**src/rtl/irom_fetch_queue_if.sv**
```systemverilog
// IF-side and IROM-side signal bundle for the instruction prefetch queue.
// master = the queue, slave = the IROM/IF environment around it.
interface irom_fetch_queue_if #(
    parameter int unsigned DEPTH  = 4,
    parameter int unsigned ADDR_W = 14
);
    logic [ADDR_W-1:0]        irom_addr;
    logic [31:0]              irom_data;
    logic                     redirect_valid;
    logic [31:0]              redirect_pc;
    logic                     out_valid;
    logic [31:0]              out_pc;
    logic [31:0]              out_instr;
    logic                     out_ready;
    logic [$clog2(DEPTH):0]   count;

    modport master (
        output irom_addr,
        input  irom_data,
        input  redirect_valid,
        input  redirect_pc,
        output out_valid,
        output out_pc,
        output out_instr,
        input  out_ready,
        output count
    );

    modport slave (
        input  irom_addr,
        output irom_data,
        output redirect_valid,
        output redirect_pc,
        input  out_valid,
        input  out_pc,
        input  out_instr,
        output out_ready,
        input  count
    );
endinterface

```
**src/rtl/irom_fetch_queue.sv**
```systemverilog
// Instruction prefetch queue: owns the fetch PC, reads one IROM word per cycle into a
// small FIFO and hands {pc, instr} pairs to IF; a redirect flushes and restarts fetch.
module irom_fetch_queue #(
    parameter int unsigned DEPTH    = 4,
    parameter int unsigned ADDR_W   = 14,
    parameter logic [31:0] RESET_PC = 32'h0000_0000
) (
    input logic                clk,
    input logic                rst,
    irom_fetch_queue_if.master bus
);
    localparam int unsigned PTR_W = $clog2(DEPTH);
    localparam int unsigned CNT_W = PTR_W + 1;
    localparam logic [CNT_W-1:0] FULL = CNT_W'(DEPTH);

    if (DEPTH < 2 || (DEPTH & (DEPTH - 1)) != 0) begin : g_bad_depth
        $error("irom_fetch_queue: DEPTH must be a power of two >= 2");
    end
    if (ADDR_W + 2 > 32) begin : g_bad_addr_w
        $error("irom_fetch_queue: ADDR_W must be <= 30");
    end
    if (RESET_PC[1:0] != 2'b00) begin : g_bad_reset_pc
        $error("irom_fetch_queue: RESET_PC must be word aligned");
    end

    logic [31:0]      fetch_pc_q;
    logic [PTR_W-1:0] wr_ptr_q;
    logic [PTR_W-1:0] rd_ptr_q;
    logic [CNT_W-1:0] count_q;
    logic [63:0]      mem_q [DEPTH];

    logic push;
    logic pop;

    assign bus.irom_addr = fetch_pc_q[ADDR_W+1:2];
    assign bus.count     = count_q;

    // A redirect hides the head in the same cycle so no stale entry is handed out.
    assign bus.out_valid = (count_q != '0) && !bus.redirect_valid;
    assign bus.out_pc    = mem_q[rd_ptr_q][63:32];
    assign bus.out_instr = mem_q[rd_ptr_q][31:0];

    assign pop  = bus.out_valid && bus.out_ready;
    // Pushing into a full queue is fine when the head leaves in the same cycle.
    assign push = !bus.redirect_valid && ((count_q < FULL) || pop);

    always_ff @(posedge clk) begin
        if (rst) begin
            fetch_pc_q <= RESET_PC;
            wr_ptr_q   <= '0;
            rd_ptr_q   <= '0;
            count_q    <= '0;
        end else if (bus.redirect_valid) begin
            fetch_pc_q <= {bus.redirect_pc[31:2], 2'b00};
            wr_ptr_q   <= '0;
            rd_ptr_q   <= '0;
            count_q    <= '0;
        end else begin
            if (push) begin
                wr_ptr_q   <= wr_ptr_q + PTR_W'(1);
                fetch_pc_q <= fetch_pc_q + 32'd4;
            end
            if (pop) begin
                rd_ptr_q <= rd_ptr_q + PTR_W'(1);
            end
            count_q <= count_q + CNT_W'(push) - CNT_W'(pop);
        end
    end

    // Storage needs no reset; entries are only observed once count covers them.
    always_ff @(posedge clk) begin
        if (push) begin
            mem_q[wr_ptr_q] <= {fetch_pc_q, bus.irom_data};
        end
    end
endmodule

```
**src/flat_wrapper.sv**
```systemverilog
// flat-port wrapper written by rule: the top's interface ports become plain ports
module irom_fetch_queue_flat 
#(
    parameter int unsigned DEPTH    = 4,
    parameter int unsigned ADDR_W   = 14,
    parameter logic [31:0] RESET_PC = 32'h0000_0000
)
  (clk, rst, bus_irom_addr, bus_irom_data, bus_redirect_valid, bus_redirect_pc, bus_out_valid, bus_out_pc, bus_out_instr, bus_out_ready, bus_count);
  irom_fetch_queue_if #(.DEPTH(DEPTH), .ADDR_W(ADDR_W)) bus_i ();
  input logic clk;
  input logic rst;
  output wire logic [$bits(bus_i.irom_addr)-1:0] bus_irom_addr;
  input wire logic [$bits(bus_i.irom_data)-1:0] bus_irom_data;
  input wire logic [$bits(bus_i.redirect_valid)-1:0] bus_redirect_valid;
  input wire logic [$bits(bus_i.redirect_pc)-1:0] bus_redirect_pc;
  output wire logic [$bits(bus_i.out_valid)-1:0] bus_out_valid;
  output wire logic [$bits(bus_i.out_pc)-1:0] bus_out_pc;
  output wire logic [$bits(bus_i.out_instr)-1:0] bus_out_instr;
  input wire logic [$bits(bus_i.out_ready)-1:0] bus_out_ready;
  output wire logic [$bits(bus_i.count)-1:0] bus_count;
  assign bus_irom_addr = bus_i.irom_addr;
  assign bus_i.irom_data = bus_irom_data;
  assign bus_i.redirect_valid = bus_redirect_valid;
  assign bus_i.redirect_pc = bus_redirect_pc;
  assign bus_out_valid = bus_i.out_valid;
  assign bus_out_pc = bus_i.out_pc;
  assign bus_out_instr = bus_i.out_instr;
  assign bus_i.out_ready = bus_out_ready;
  assign bus_count = bus_i.count;
  irom_fetch_queue #(.DEPTH(DEPTH), .ADDR_W(ADDR_W), .RESET_PC(RESET_PC)) u_core (.clk(clk), .rst(rst), .bus(bus_i));
endmodule
```
**config.mk**
```make
export PLATFORM = sky130hd
export DESIGN_NAME = irom_fetch_queue_flat
export DESIGN_NICKNAME = d
export VERILOG_FILES = /design/src/rtl/irom_fetch_queue_if.sv /design/src/rtl/irom_fetch_queue.sv /design/src/flat_wrapper.sv
export SDC_FILE = /design/constraint.sdc
export NUM_CORES = 1
export LEC_CHECK = 0
export CAP_MARGIN = 20
export CORE_MARGIN = 2
export CORE_UTILIZATION = 50
export DETAILED_ROUTE_END_ITERATION = 6
export HOLD_SLACK_MARGIN = 0.05
export PLACE_DENSITY = 0.76
export SYNTH_ARGS = -nofsm -noshare
export SYNTH_HDL_FRONTEND = slang
export SYNTH_SLANG_ARGS = --single-unit
```
**constraint.sdc**
```tcl
create_clock -name clk -period 2.81 [get_ports clk]
set_input_delay 0.281 -clock clk [delete_from_list [all_inputs] [get_ports clk]]
set_output_delay 0.281 -clock clk [all_outputs]
set_load 0.03 [all_outputs]
```
==> metrics.cfg, run 1 <==
[placement]
place.gp.congestion = 0.790
numPortBuffers = 145
hpwl_microns = 15400
preCtsSetupSlack_ns = 0.298
placed_area_sq_um = 13400

[synth]
syn_avg_cell_area_sq_um = 17.9
syn_area_sq_um = 11500
synth-async-reset-ratio = 0
ys_types = 49
synth_cells = 640
yosysWarnings = 0
synth-seq-area-share = 0.718
synthFlopType = edfxtp_1
synth-seq-cells = 287
synth_edf_count = 248

[global_routing]
grt_pass1_vias = 6829
grt.total_usage = 0.200
grt_max_degree = 47
antenna_found_initial = 0
grt_first_pass_wirelength_microns = 37400
grt-ovfl-total = 0

[layout]
postLayoutCellArea_sq_um = 14400
area_growth_pct = 25.4
layout_commonest_cell = edfxtp_1
fillers = 1543
nNetsFinal = 870
antenna_cells = 0
layout_common_cells = edfxtp_1 (248), clkdlybuf4s50_1 (145), mux4_2 (62)
layout-drive-gt1-share = 0.176

[route]
drtIter0Drc = 592
viasPerCell = 5.92
drc = 0
avgRoutedWirePerCell_microns = 21.8
via_count = 6515
first_pass_iters = 5
wl_microns = 24000
drtAntennaViolNets = 0

[clock_tree]
clock-sinks = 287
worstSkewPairLatency_ns = 0.53
clockRootBuffer = clkbuf_16
cts_buffers = 28
htree_levels = 1
hold_buffers = 0
cts_tree = built
clock_path_buffers = 3
clkTransAtPathRegs_ns = 0.06

[die]
core_sq_um = 22600
start_util = 0.508
rows = 55
fp.dieH_microns = 155
io_pins = 150
die_w_microns = 155
dieArea_sq_um = 24200

[job]
maxCapViolations = 0

[timing]
slew_headroom = 0.450
timing.fmax_mhz = 369
worstMarginPinSlew_ns = 0.822
finClkSkew_ns = 0.00835
fin_ws_ns = 0.0970
rsz0062_at_grt = false
setup_tns_ns = 0
finalHoldViolations = 0
fin_crit_sh = 0.965
maxSlewViolCount = 0
fin_crit_ns = 2.71
setup-violations-final = 0

[min_path]
whs_path_depth = 3
hold_path_class = primary input to flop

[worst_setup_path]
crit_required_ns = 2.53
cp-start-kind = flop
crit_arrival_ns = 2.43
worstRegToRegCells = 4
path_max_fanout = 36
endpoint_kind = primary output
crit_type = flop to primary output

[power]
irDropWorstVdd_mv = 0.438
p_per_area_nw_per_um2 = 678
power.total_mw = 9.75
p_leak_nw = 4.63

[outcome]
status = finished clean

-- cells by family after synthesis --
kind of cell / count (synthesis) / share of synthesized area
buffers and inverters: 76 / 0.0311
DFF: 287 / 0.718
adders and majority gates: 8 / 0.00939
other: 1 / 0.000327
xor gates and xnor gates: 15 / 0.0115
muxes: 64 / 0.124
and+or+nand+nor: 124 / 0.0617
AOI/OAI and AO/OA: 65 / 0.0449
-- cells in the mapped netlist (all sizes together) (12+ instances only) --
library cell / number / share of area
a211oi: 19 / 0.012
nor2: 31 / 0.010
nand3: 12 / 0.0052
clkbuf: 23 / 0.0075
a2111oi: 15 / 0.013
buf: 27 / 0.015
edfxtp: 248 / 0.65
and4: 12 / 0.0092
xnor2: 15 / 0.011
nand2: 16 / 0.0055
dfxtp: 39 / 0.068
mux4: 62 / 0.12
inv: 26 / 0.0085
-- per-stage QoR --
step	instances	util	hold WS (ns)
3_5_place_dp	1046	0.592	0.501
6_report	1101	0.637	0.329
2_1_floorplan	641	-	0.380
4_1_cts	1098	0.636	0.314
5_1_grt	1101	0.637	0.342
3_3_place_gp	1046	0.592	0.501
-- area by class of cell --
class | count | area (sq um) | area share
sequential | 287 | 8240 | 0.573
inverter | 26 | 97.6 | 0.00679
multi-input combinational | 278 | 2900 | 0.201
clock inverter | 17 | 235 | 0.0164
tap | 285 | 357 | 0.0248
timing repair buffer | 173 | 1810 | 0.126
clock buffer | 35 | 748 | 0.0520
-- power breakdown --
part | internal, mW | leakage, nW | switching [mW]
combinational | 0.411 | 1.54 | 0.490
sequential | 4.81 | 2.62 | 0.105
clock | 2.43 | 0.477 | 1.50
-- final timing paths --
path	start	to	slack (ns)
hold / removal	bus_redirect_pc[2]	u_core.fetch_pc_q[2]	0.33
hold reg to reg	u_core.rd_ptr_q[1]	flop	0.52
setup / recovery	flop	bus_out_pc[16]	0.1
setup reg to reg	u_core.fetch_pc_q[10]	u_core.fetch_pc_q[20]	0.51
-- worst max-delay path, cell delays in order, from the launching register on --
cell	delay (ns)
dfxtp_4	0.37
buf_12	0.29
mux4_2	0.55
clkdlybuf4s50_1	0.65
-- flip-flops by register name (all words and copies together), names as in the netlist, named ones only --
signal,count
u_core.bus.count,3
u_core.rd_ptr_q,2
u_core.mem_q,248
u_core.wr_ptr_q,2
u_core.fetch_pc_q,30
-- per-layer routing --
layer  up-vias  wire length [microns]  GRT usage
met2       281                  12100      0.344
met1      3309                   9720      0.264
li1       2876                      -          -
met3        49                   1590     0.0343
met4         0                    530     0.0581
met5         -                      0          0
-- repair_timing --
item	in CTS	in global routing
resized for setup	0	0
endpoints found under the setup margin	0	10
buffers inserted	0	3
Power figures use the tool's default switching activity.
==> run 2: changes to the inputs <==
--- a/config.mk
+++ b/config.mk
@@ -12,3 +12,3 @@
 export HOLD_SLACK_MARGIN = 0.05
-export PLACE_DENSITY = 0.76
+export PLACE_DENSITY = 0.7
 export SYNTH_ARGS = -nofsm -noshare
==> constraint.sdc (replaced) <==
create_clock -name clk -period 3.1 [get_ports clk]
set_input_delay 0.31 -clock clk [delete_from_list [all_inputs] [get_ports clk]]
set_output_delay 0.31 -clock clk [all_outputs]
set_load 0.01 [all_outputs]
==> metrics.cfg, run 2 (same netlist as run 1, synthesis figures left out) <==
[route]
drtIter0Drc = 389
avgRoutedWirePerCell_microns = 21.4
drc = 0
viasPerCell = 5.75
drtAntennaViolNets = 0
first_pass_iters = 5
via_count = 6323
wl_microns = 23600

[timing]
finClkSkew_ns = 0.0155
timing.fmax_mhz = 348
maxSlewViolCount = 0
worstMarginPinSlew_ns = 0.853
finalHoldViolations = 0
fin_crit_ns = 2.88
setup_tns_ns = 0
fin_ws_ns = 0.223
slew_headroom = 0.430
fin_crit_sh = 0.928
rsz0062_at_grt = false
setup-violations-final = 0
hold_slack_ns = 0.339

[worst_setup_path]
cp_slowest_cell = dfxtp_4
crit_required_ns = 2.79
path_max_fanout = 17
cpLargestDelayFamily = buffers and inverters
path_cells = buf_4 -> mux4_2 -> clkdlybuf4s50_1
cp-start-kind = flop
max_stage_delay_ns = 0.60
crit_arrival_ns = 2.57
crit_type = flop to primary output
critical_path_buf_inv_count = 2
endpoint_kind = primary output

[global_routing]
antenna_found_initial = 0
grt_max_degree = 37
grt-ovfl-total = 0
grt.total_usage = 0.194
grt_first_pass_wirelength_microns = 36200
grt_pass1_vias = 6483

[clock_tree]
clock_path_buffers = 3
htree_levels = 1
cts_buffers = 29
worstSkewPairLatency_ns = 0.53
clock-sinks = 287
clkTransAtPathRegs_ns = 0.06
clockRootBuffer = clkbuf_16
hold_buffers = 0
post_cts.repair.setup_buffers = 0
cts.repair.resized = 0
cts_tree = built

[placement]
place.gp.congestion = 0.824
numPortBuffers = 145
preCtsSetupSlack_ns = 0.554
dp.cells = 1045
hpwl_microns = 15200

[layout]
largest_reg_flops = 248
regMostFlops = u_core.mem_q
final_cells = 1099
layout_common_cells = edfxtp_1 (248), clkdlybuf4s50_1 (145), mux4_2 (62)
layout-drive-gt1-share = 0.181
fillers = 1575
antenna_cells = 0
nNetsFinal = 867
area_growth_pct = 24.9
layout_commonest_cell = edfxtp_1

[die]
fp.dieH_microns = 155
start_util = 0.508
die_w_microns = 155
io_pins = 150
core_sq_um = 22600
rows = 55
dieArea_sq_um = 24200

[min_path]
hold_path_class = primary input to flop

[power]
p_per_area_nw_per_um2 = 611
irDropWorstVdd_mv = 0.297
power.total_mw = 8.75
p_leak_nw = 4.62

[outcome]
status = finished clean

[job]
maxCapViolations = 0

==> run 2: cell count changes in the layout (fill, tap and decap cells not counted), sizes merged <==
cell    previous run  this run
inv               26        28
clkinv            10         5
buf               28        24
clkbuf            35        43
bufinv             6         3
==> run 2: cell type report <==
type                            count  area [sq um]  area share
Clock buffer                       43           891      0.0622
Sequential cell                   287          8240       0.575
Inverter                           26          97.6     0.00681
Tap cell                          285           357      0.0249
Multi-Input combinational cell    278          2900       0.202
Clock inverter                     11           139     0.00970
Timing Repair Buffer              169          1710       0.119
==> run 2: metal layers <==
layer | part of all wire | global-route usage
met1 | 0.44 | 0.274
met2 | 0.50 | 0.328
met3 | 0.049 | 0.0245
met4 | 0.015 | 0.0463
met5 | 0 | 0
==> run 2: worst min-delay path, cell delays in order <==
cell and delay (ns):
clkdlybuf4s50_1 0.40, nand2_1 0.07, a21oi_1 0.05
==> run 2: per-stage QoR <==
| stage | util | area (sq um) |
|---|---|---|
| after detailed placement | 0.589 | 13300 |
| final | 0.634 | 14300 |
| after floorplan | - | 11500 |
| after global placement | 0.589 | 13300 |
| after CTS | 0.634 | 14300 |
| after global routing | 0.634 | 14300 |
==> run 2: power by group <==
part,switching [mW],leakage (nW),internal (mW)
clock,1.39,0.507,2.24
combinational,0.298,1.50,0.363
sequential,0.102,2.62,4.36
total,1.79,4.62,6.96
==> run 2: final timing paths <==
kind	cells past startpoint	slack, ns	to	startpoint
setup / recovery	3	0.22	bus_out_pc[3]	flop
hold / removal	3	0.34	u_core.fetch_pc_q[2]	bus_redirect_pc[2]
setup reg to reg	4	0.70	u_core.fetch_pc_q[23]	u_core.fetch_pc_q[4]
hold reg to reg	2	0.53	flop	u_core.rd_ptr_q[1]
==> run 3: changes to the inputs <==
- PLACE_DENSITY: 0.7 -> 0.73
- SLEW_MARGIN: default -> 30
- clock period: 3.1 -> 2.5 ns (I/O delays scaled with it)
==> metrics.cfg, run 3 (same netlist as run 1, synthesis figures left out) <==
[worst_setup_path]
crit_type = flop to primary output
max_stage_delay_ns = 0.49
cp_slowest_cell = clkdlybuf4s50_1
crit_arrival_ns = 2.14
path_max_fanout = 4
path_cells = buf_12 -> buf_4 -> mux4_2 -> clkdlybuf4s50_1
endpoint_kind = primary output
crit_required_ns = 2.25
cp-start-kind = flop

[global_routing]
grt-ovfl-total = 0
grt_first_pass_wirelength_microns = 37000
grt_pass1_vias = 6547
grt.total_usage = 0.198
grt_max_degree = 46
antenna_found_initial = 0

[power]
irDropWorstVdd_mv = 0.345
p_leak_nw = 4.78
p_per_area_nw_per_um2 = 729

[clock_tree]
clockRootBuffer = clkbuf_16
clock_path_buffers = 3
worstSkewPairLatency_ns = 0.53
clkTransAtPathRegs_ns = 0.06
htree_levels = 1
cts_buffers = 29
cts_tree = built
hold_buffers = 0
clock-sinks = 287

[die]
die_w_microns = 155
rows = 55
io_pins = 150
core_sq_um = 22600
start_util = 0.508
dieArea_sq_um = 24200
fp.dieH_microns = 155

[layout]
fillers = 1578
layout-drive-gt1-share = 0.190
largest_reg_flops = 248
layout_common_cells = edfxtp_1 (248), clkdlybuf4s50_1 (86), mux4_2 (62)
antenna_cells = 0
layout_commonest_cell = edfxtp_1
fin_util = 0.637
nNetsFinal = 877
postLayoutCellArea_sq_um = 14400
final_cells = 1108
regMostFlops = u_core.mem_q
area_growth_pct = 25.4

[route]
avgRoutedWirePerCell_microns = 21.7
drc = 0
met2WireLength_microns = 12000
first_pass_iters = 7
met1_length_microns = 10400
drtAntennaViolNets = 0
drtIter0Drc = 562
top_layer = met4
wl_met3_microns = 1340
wl_microns = 24000
via_count = 6452
viasPerCell = 5.82

[timing]
fin_crit_sh = 0.956
timing.fmax_mhz = 418
worstMarginPinSlew_ns = 0.745
setup-violations-final = 0
hold_slack_ns = 0.288
slew_headroom = 0.503
maxSlewViolCount = 0
fin_crit_ns = 2.39
finalHoldViolations = 0
finClkSkew_ns = 0.0149
rsz0062_at_grt = false

[min_path]
hold_path_class = primary input to flop

[placement]
placed_area_sq_um = 13400
place.gp.congestion = 0.857
hpwl_microns = 14800
dp.cells = 1048
numPortBuffers = 145

[job]
maxCapViolations = 0

[outcome]
status = finished clean

-- run 3: area by class of cell --
type | instances | area, sq um | area share
Clock buffer | 41 | 842 | 0.0586
Sequential cell | 287 | 8240 | 0.573
Clock inverter | 12 | 96.3 | 0.00670
Tap cell | 285 | 357 | 0.0248
Multi-Input combinational cell | 278 | 2900 | 0.201
Inverter | 26 | 97.6 | 0.00679
Timing Repair Buffer | 179 | 1850 | 0.129
-- run 3: per-layer routing --
metal	vias up	GRT usage
met1	3267	0.274
met3	37	0.0290
met4	0	0.0398
met2	252	0.341
met5	-	0
li1	2896	-
-- run 3: repair_timing --
action / CTS / global route
gates cloned: 1 / 1
endpoints found under the setup margin: 56 / 3
setup buffers: 4 / 1
hold endpoints to repair: 0 / 0
resized for setup: 61 / 1
-- run 3: stage by stage --
step           setup slack, ns  TNS (ns)  total power [mW]
3_5_place_dp            0.0191         0              6.48
5_1_grt                 0.0257         0              10.8
6_report                 0.110         0              10.5
2_1_floorplan           0.0639         0              5.99
3_3_place_gp             0.193         0              6.43
4_1_cts                -0.0656   -0.0656              10.6
-- run 3: worst max-delay path: cells and delay by family, from the launching register on --
family / cells / cell delay (ns)
buf+inv: 3 / 0.72
mux: 1 / 0.47
flops: 1 / 0.43
-- run 3: where the power goes --
| group | switching [mW] | leakage [nW] | internal [mW] |
|---|---|---|---|
| Combinational | 0.378 | 1.69 | 0.413 |
| Sequential | 0.120 | 2.62 | 5.41 |
| Clock | 1.71 | 0.470 | 2.45 |
-- run 3: path summary, 6_finish.rpt --
path / startpoint / endpoint / slack [ns] / cells past startpoint
max: flop / bus_out_pc[26] / 0.11 / 4
min: bus_redirect_pc[2] / u_core.fetch_pc_q[2] / 0.29 / 3
max reg2reg: u_core.bus.count[1] / u_core.bus.count[2] / 0.30 / 9
min reg2reg: u_core.rd_ptr_q[0] / flop / 0.54 / 2
